## src/rtl/store_buffer_pkg.sv

```systemverilog
// Shared types and sizing for the post-commit store buffer.
// Entry layout, drain FSM states and depth constants live here.
package store_buffer_pkg;

    localparam int ROB_DEPTH     = 16;
    localparam int SB_DEPTH      = 4;
    localparam int SB_DEPTH_BITS = $clog2(SB_DEPTH);

    localparam int SB_ADDR_WIDTH = 32;
    localparam int SB_DATA_WIDTH = 32;

    typedef struct packed {
        logic [SB_ADDR_WIDTH-1:0] addr;
        logic [SB_DATA_WIDTH-1:0] data;
    } sb_entry_t;

    typedef enum logic [1:0] {
        SB_IDLE,
        SB_REQ,
        SB_WAIT
    } sb_state_t;

endpackage

```

## src/rtl/store_buffer.sv

```systemverilog
// Post-commit store FIFO draining to the D-cache one write at a time; a request is presented the cycle after commit.
// Stalls the ROB when full; forwards the youngest matching store data to loads combinationally.
module store_buffer #(
    parameter int SB_DEPTH   = store_buffer_pkg::SB_DEPTH,
    parameter int ADDR_WIDTH = store_buffer_pkg::SB_ADDR_WIDTH,
    parameter int DATA_WIDTH = store_buffer_pkg::SB_DATA_WIDTH
) (
    input  logic                  clk,
    input  logic                  rst,
    input  logic                  mem_wr_en,
    input  logic [ADDR_WIDTH-1:0] mem_wr_addr,
    input  logic [DATA_WIDTH-1:0] mem_wr_data,
    output logic                  sb_stall,
    output logic                  dc_req_valid,
    output logic [ADDR_WIDTH-1:0] dc_req_addr,
    output logic [DATA_WIDTH-1:0] dc_req_data,
    input  logic                  dc_req_ready,
    input  logic                  dc_wr_done,
    input  logic [ADDR_WIDTH-1:0] ld_lookup_addr,
    output logic                  ld_fwd_hit,
    output logic [DATA_WIDTH-1:0] ld_fwd_data,
    output logic                  sb_empty
);
    import store_buffer_pkg::*;

    localparam int IDX_W = $clog2(SB_DEPTH);
    localparam int PTR_W = IDX_W + 1;

    // Byte-offset bits are masked off so forwarding compares whole words.
    localparam logic [ADDR_WIDTH-1:0] WORD_MASK = ~ADDR_WIDTH'(3);

    sb_entry_t             mem [SB_DEPTH];
    logic [PTR_W-1:0]      wr_ptr, rd_ptr, count;
    logic [IDX_W-1:0]      wr_idx, rd_idx;
    logic                  empty, full, push, pop;
    sb_state_t             state, state_nxt;

    assign wr_idx = wr_ptr[IDX_W-1:0];
    assign rd_idx = rd_ptr[IDX_W-1:0];
    assign count  = wr_ptr - rd_ptr;
    assign empty  = (wr_ptr == rd_ptr);
    assign full   = (wr_idx == rd_idx) && (wr_ptr[PTR_W-1] != rd_ptr[PTR_W-1]);
    assign push   = mem_wr_en && !full;

    assign sb_stall     = full;
    assign sb_empty     = empty && (state == SB_IDLE);
    assign dc_req_valid = (state == SB_REQ);
    assign dc_req_addr  = ADDR_WIDTH'(mem[rd_idx].addr);
    assign dc_req_data  = DATA_WIDTH'(mem[rd_idx].data);

    always_ff @(posedge clk or posedge rst) begin
        if (rst) begin
            wr_ptr <= '0;
            rd_ptr <= '0;
            for (int i = 0; i < SB_DEPTH; i++) begin
                mem[i] <= '0;
            end
        end else begin
            if (push) begin
                mem[wr_idx] <= sb_entry_t'{addr: SB_ADDR_WIDTH'(mem_wr_addr),
                                           data: SB_DATA_WIDTH'(mem_wr_data)};
                wr_ptr      <= wr_ptr + PTR_W'(1);
            end
            if (pop) begin
                rd_ptr <= rd_ptr + PTR_W'(1);
            end
        end
    end

    always_ff @(posedge clk or posedge rst) begin
        if (rst) begin
            state <= SB_IDLE;
        end else begin
            state <= state_nxt;
        end
    end

    // A store accepted this cycle already counts as buffered, so the request goes out next cycle.
    always_comb begin
        state_nxt = state;
        pop       = 1'b0;
        case (state)
            SB_IDLE: begin
                if (!empty || push) begin
                    state_nxt = SB_REQ;
                end
            end
            SB_REQ: begin
                if (dc_req_ready) begin
                    state_nxt = SB_WAIT;
                end
            end
            SB_WAIT: begin
                if (dc_wr_done) begin
                    pop       = 1'b1;
                    state_nxt = ((count > PTR_W'(1)) || push) ? SB_REQ : SB_IDLE;
                end
            end
            default: state_nxt = SB_IDLE;
        endcase
    end

    // Walk oldest to youngest so the youngest match is the one left standing; the incoming store beats all.
    always_comb begin
        logic [IDX_W-1:0]      idx;
        logic [ADDR_WIDTH-1:0] ent_addr;
        ld_fwd_hit  = 1'b0;
        ld_fwd_data = '0;
        idx         = '0;
        ent_addr    = '0;
        for (int k = 0; k < SB_DEPTH; k++) begin
            idx      = rd_idx + IDX_W'(k);
            ent_addr = ADDR_WIDTH'(mem[idx].addr);
            if ((PTR_W'(k) < count) && (((ent_addr ^ ld_lookup_addr) & WORD_MASK) == '0)) begin
                ld_fwd_hit  = 1'b1;
                ld_fwd_data = DATA_WIDTH'(mem[idx].data);
            end
        end
        if (push && (((mem_wr_addr ^ ld_lookup_addr) & WORD_MASK) == '0)) begin
            ld_fwd_hit  = 1'b1;
            ld_fwd_data = mem_wr_data;
        end
    end

endmodule

```

## config.mk

```make
export PLATFORM = sky130hd
export DESIGN_NAME = store_buffer
export DESIGN_NICKNAME = d
export VERILOG_FILES = /design/src/rtl/store_buffer_pkg.sv /design/src/rtl/store_buffer.sv
export SDC_FILE = /design/constraint.sdc
export NUM_CORES = 1
export LEC_CHECK = 0
export CAP_MARGIN = 20
export CORE_MARGIN = 3
export CORE_UTILIZATION = 55
export DETAILED_ROUTE_END_ITERATION = 16
export DONT_BUFFER_PORTS = 1
export GPL_ROUTABILITY_DRIVEN = 1
export PLACE_DENSITY = 0.77
export SLEW_MARGIN = 20
export SYNTH_ARGS = -nofsm -noshare
export SYNTH_HDL_FRONTEND = slang
export SYNTH_SLANG_ARGS = --single-unit
```

## constraint.sdc

```tcl
create_clock -name clk -period 22.6 [get_ports clk]
set_input_delay 4.52 -clock clk [delete_from_list [all_inputs] [get_ports clk]]
set_output_delay 4.52 -clock clk [all_outputs]
set_load 0.005 [all_outputs]
```

**After elaboration in Yosys (flattened, before gate mapping)**

Cells that the tools add are included.
Widths: inputs -> output; s select.

- Bitwise gates (word level): 10
- Magnitude comparators: 11
- Muxes and demuxes: 32
- Eq/ne operators: 8
- Add/subtract/negate cells: 6
- Reductions and logical operators: 20

Operator list:

| kind | number |
|---|---|
| $mux 64 | 9 |
| $bmux 64 s2 | 4 |
| $bwmux 256 | 1 |
| $logic_not 32->1 | 5 |
| $mux 32 | 5 |
| $xor 32x32->32 | 5 |
| $demux 64 s2 | 1 |
| $ge 3x3->1 const B | 5 |
| $not 2->3 | 5 |
| $logic_and 1x1->1 | 9 |
| $mux 1 | 8 |
| $add 3x1->3 const B | 2 |
| $lt 1x3->1 const A | 2 |
| $lt 2x3->1 const A | 2 |
| $mux 2 | 3 |
| $pmux 2 s3 | 1 |
| $add 2x2->2 const B | 2 |
| $ne 2x1->1 const B | 2 |
| $eq 3x3->1 | 1 |
| $gt 3x1->1 const B | 1 |
| $lt 3x1->1 const B | 1 |
| $reduce_and 3->1 | 1 |
| $sub 3x3->3 | 1 |
| $add 2x1->2 const B | 1 |
| other kinds (8) | 10 |

- Flip-flop bits (word level): 264
- Bits of input ports: 101

**Longest topological paths before layout**

- Word-level depth: 12
- Gate-level depth with buffers: 16
- Gate-level depth less buffers: 10

**Worst setup path after synthesis**

Ideal clock, no wire load.

- Kind: input -> output
- From: in ld_lookup_addr[2]
- To: out ld_fwd_data[10]
- Cell stages on the path: 9
- Data arrival time: 6.636 ns
- Buffers on the path: 3
- Slack: 11.444 ns
- Cell sequence: clkbuf_1 -> xnor2_1 -> a2111oi_0 -> a22oi_1 -> or4_1 -> buf_2 -> buf_6 -> o211a_1 -> a32oi_1

- Word-level cells in the longest chain between the ends: 8

Ends and longest elaborated chain:

| what | RTL line | text |
|---|---|---|
| from (decl) | store_buffer.sv:19 | `input logic [ADDR_WIDTH-1:0] ld_lookup_addr,` |
| $xor 32x32->32 | store_buffer.sv:114 | `if ((PTR_W'(k) < count) && (((ent_addr ^ ld_lookup_addr) & WORD_MASK) == '0)) begin` |
| $logic_not 32->1 | store_buffer.sv:114 |  |
| $logic_and 1x1->1 | store_buffer.sv:114 |  |
| $mux 32 (4 in a row) | store_buffer.sv:114 |  |
| $mux 32 (*) | store_buffer.sv:119 | `if (push && (((mem_wr_addr ^ ld_lookup_addr) & WORD_MASK) == '0)) begin` |
| to (decl) | store_buffer.sv:21 | `output logic [DATA_WIDTH-1:0] ld_fwd_data,` |

Every way passes the cells marked *; elsewhere a longest branch is shown, timed or not.

**Final worst setup path**

- From: in mem_wr_addr[25]
- To: out ld_fwd_data[18]

- Word-level cells in the longest chain between the ends: 4

Ends and longest elaborated chain:

| what | RTL line | text |
|---|---|---|
| from (decl) | store_buffer.sv:11 | `input logic [ADDR_WIDTH-1:0] mem_wr_addr,` |
| $xor 32x32->32 | store_buffer.sv:119 |  |
| $logic_not 32->1 | store_buffer.sv:119 |  |
| $logic_and 1x1->1 | store_buffer.sv:119 |  |
| $mux 32 | store_buffer.sv:119 |  |

Every way passes these cells.

==> results_dict.tcl <==
set metrics [dict create \
    status "completed" \
    grt_pass1_vias 13700 \
    fp-row-count 68 \
    cp_max_fo 51 \
    synthTopCellsByArea "dfrtp_1 (34%), mux4_2 (26%), mux2_2 (15%)" \
    drt_iter0_drc 1245 \
    period_share 0.550 \
    place.gp.congestion 0.943 \
    ys_warn_count 0 \
    synth_edf_count 0 \
    postCtsSetupBuffers 0 \
    critPathBufInv 3 \
    p_sw_w 0.00146 \
    cp-end-kind "primary output" \
    worst_ep_required_time_ns 18.08 \
    worst_path_most_repeated_cell "buf_4" \
    start_util 0.564 \
    drive_gt1_frac 0.413 \
    cts-htree-levels 1 \
    overflow 0 \
    timing.hold.ws_ns 0.503 \
    clk_pin_slew_ns 0.06 \
    syn_area_um2 19700 \
    final_nets 1481 \
    core_area_um2 34900 \
    internal_power_w 0.00220 \
    worst_hold_path_type "reg2reg" \
    multi_input_area_um2 12200 \
    ys_types 54 \
    die_height_um 195 \
    p_seq_frac 0.278 \
    synth.largest_area_cell "dfrtp_1" \
    cts_made_buffers 30 \
    synthArstFlopShare 1.00 \
    fill_cells 2707 \
    fmax_ghz 0.0805 \
    grtUsageTotal 0.272 \
    areaGrowthSynthToFinish_pct 5.35 \
    leakagePower_nw 7.80 \
    power_frac_comb 0.588 \
    viasPerCell 7.32 \
    cp_slowest_cell "nor4_1" \
    grt_max_degree 152 \
    synth_top_area_frac 0.336 \
    finalSetupViolCount 0 \
    cts_root_buf "clkbuf_16" \
    slew_headroom 0.215 \
    worst_slew_pin_slew_ns 1.18 \
    layout_min_cycle_time_ns 12.42 \
    maxSlewViolCount 0 \
    drc 0 \
    crit_chain "xor2_1 -> nor4_1 -> nand4_1 -> nor3_2 -> buf_4 -> clkinv_1 -> buf_4 -> o211a_1 -> a32oi_1" \
    drv_cap 0 \
    critical_path_arrival_ns 7.90 \
    synthTopCellsByCount "dfrtp_1 (264), mux2_2 (258), mux4_2 (230), clkbuf_1 (87), xor2_1 (80)" \
    ios 201 \
    first_pass_iters 6 \
    syn_inst 1473 \
    fin_skew_ns 0.0229 \
    totalWireLength_mm 52.4 \
    die_x_um 195 \
    crit_family "buffers and inverters" \
    ir_worst_vdd_mv 0.192 \
    syn_area_per_cell_um2 13.3 \
    clockPowerShare 0.133 \
    cts_resized 0 \
    ff_latch_area_um2 6610 \
    path_class "in2out" \
    wl_per_cell_um 28.3 \
    drtAntennaViolNets 0 \
    p_sw_frac 0.399 \
    syn_nets 1582 \
    rsz0062_at_grt "false" \
    clockBufferDepth 3 \
    antennaDiodeCount 0 \
    antenna_found_initial 0 \
    yosysMostFrequentCell "dfrtp_1" \
    clk_latency_ns 0.56 \
    p_per_area_nw_per_um2 177 \
    yosysSeqAreaShare 0.336 \
    synth_seq_cells 264 \
    max_stage_delay_ns 0.58 \
    grt_pass1_wl_mm 81.9 \
    cts.sinks 264 \
    io_buffers 0 \
    hpwl_mm 33.6 \
    tns_ns 0 \
    vias 13600 \
    crit_path_start_kind "input pin" \
    cts_tree "built" \
    postCtsHoldBufs 0 \
    dieArea_um2 38000 \
    finalHoldViolations 0 \
    synth_top_flop_cell "dfrtp_1" \
]
-- flip-flops by register name (all words and copies together) (netlist names) --
name / count
state: 2
rd_ptr: 3
mem: 256
wr_ptr: 3
-- area by class of cell --
class / instances / area share
clock buffers: 42 / 0.0428
well taps: 455 / 0.0275
clock inverters: 14 / 0.00538
inverters: 44 / 0.00834
flip-flops and latches: 264 / 0.319
multi-input cells: 1010 / 0.588
repair buffers: 22 / 0.00858
-- layout by cell type (no fill, tap or decap), drive strengths merged, types with 2 or more instances in the layout --
cell / count
clkinv: 11
mux2: 258
ha: 7
inv: 41
mux4: 230
clkinvlp: 5
nand2b: 2
nor3: 5
a2111oi: 3
o22ai: 2
xnor2: 78
buf: 22
nand2: 46
a32oi: 32
nor4: 21
dfrtp: 264
o2bb2ai: 2
clkbuf: 42
nor2b: 2
mux2i: 41
o211a: 32
a22oi: 2
xor2: 80
nor2: 9
o2111ai: 33
o221ai: 2
nand4: 52
and2: 2
or4: 2
o21ai: 43
a21oi: 6
-- power by group through the flow --
stage	Combinational [W]	Clock [W]	Sequential, W
after global placement	0.00210	0	0.000977
after global routing	0.00229	0.000515	0.00106
after CTS	0.00215	0.000496	0.00101
after detailed placement	0.00214	0	0.00101
after floorplan	0.00181	0	0.000905
final	0.00215	0.000488	0.00102
-- metrics by stage --
step | instance area (um2) | instances | total power (W) | worst slack (ns) | utilization
global route | 20700 | 1851 | 0.00387 | 10.09 | 0.594
detailed placement | 19700 | 1795 | 0.00315 | 10.33 | 0.565
global placement | 19700 | 1795 | 0.00307 | 10.37 | 0.565
floorplan | 19700 | 1473 | 0.00271 | 10.81 | -
CTS | 20700 | 1851 | 0.00365 | 10.33 | 0.594
finish | 20700 | 1851 | 0.00366 | 10.18 | 0.594
-- routing by layer --
| layer | global-route usage | vias up | wire (um) |
|---|---|---|---|
| li1 | - | 5622 | - |
| met1 | 0.363 | 7083 | 19900 |
| met2 | 0.433 | 737 | 25100 |
| met3 | 0.0842 | 115 | 5950 |
| met4 | 0.0819 | 0 | 1580 |
| met5 | 0 | - | 0 |
-- path summary, 6_finish.rpt --
| kind | start | end | slack [ns] | depth (start not counted) |
|---|---|---|---|---|
| max | mem_wr_addr[25] | ld_fwd_data[18] | 10.18 | 9 |
| min | mem[32]$_DFFE_PP0P_ | mem[32]$_DFFE_PP0P_ | 0.50 | 1 |
| max reg2reg | rd_ptr[0]$_DFFE_PP0P_ | mem[11]$_DFFE_PP0P_ | 18.56 | 8 |
| min reg2reg | mem[32]$_DFFE_PP0P_ | mem[32]$_DFFE_PP0P_ | 0.50 | 1 |
| max in group asynchronous | rst | state[1]$_DFFE_PP0P_ | 17.12 | 2 |
| min in group asynchronous | rst | mem[25]$_DFFE_PP0P_ | 4.00 | 1 |
-- cell families (layout without fill, tap and decap cells) --
logic type | count (synthesis) | after routing | share of synthesized area
multiplexers | 529 | 529 | 0.432
flip-flops | 264 | 264 | 0.336
buffers and inverters | 199 | 122 | 0.0477
AO/OA/AOI/OAI | 165 | 165 | 0.0656
XOR/XNOR | 159 | 159 | 0.0715
AND/OR/NAND/NOR | 149 | 149 | 0.0414
adder cells (fa/ha/maj) | 8 | 8 | 0.00547
Power figures use the tool's default switching activity.
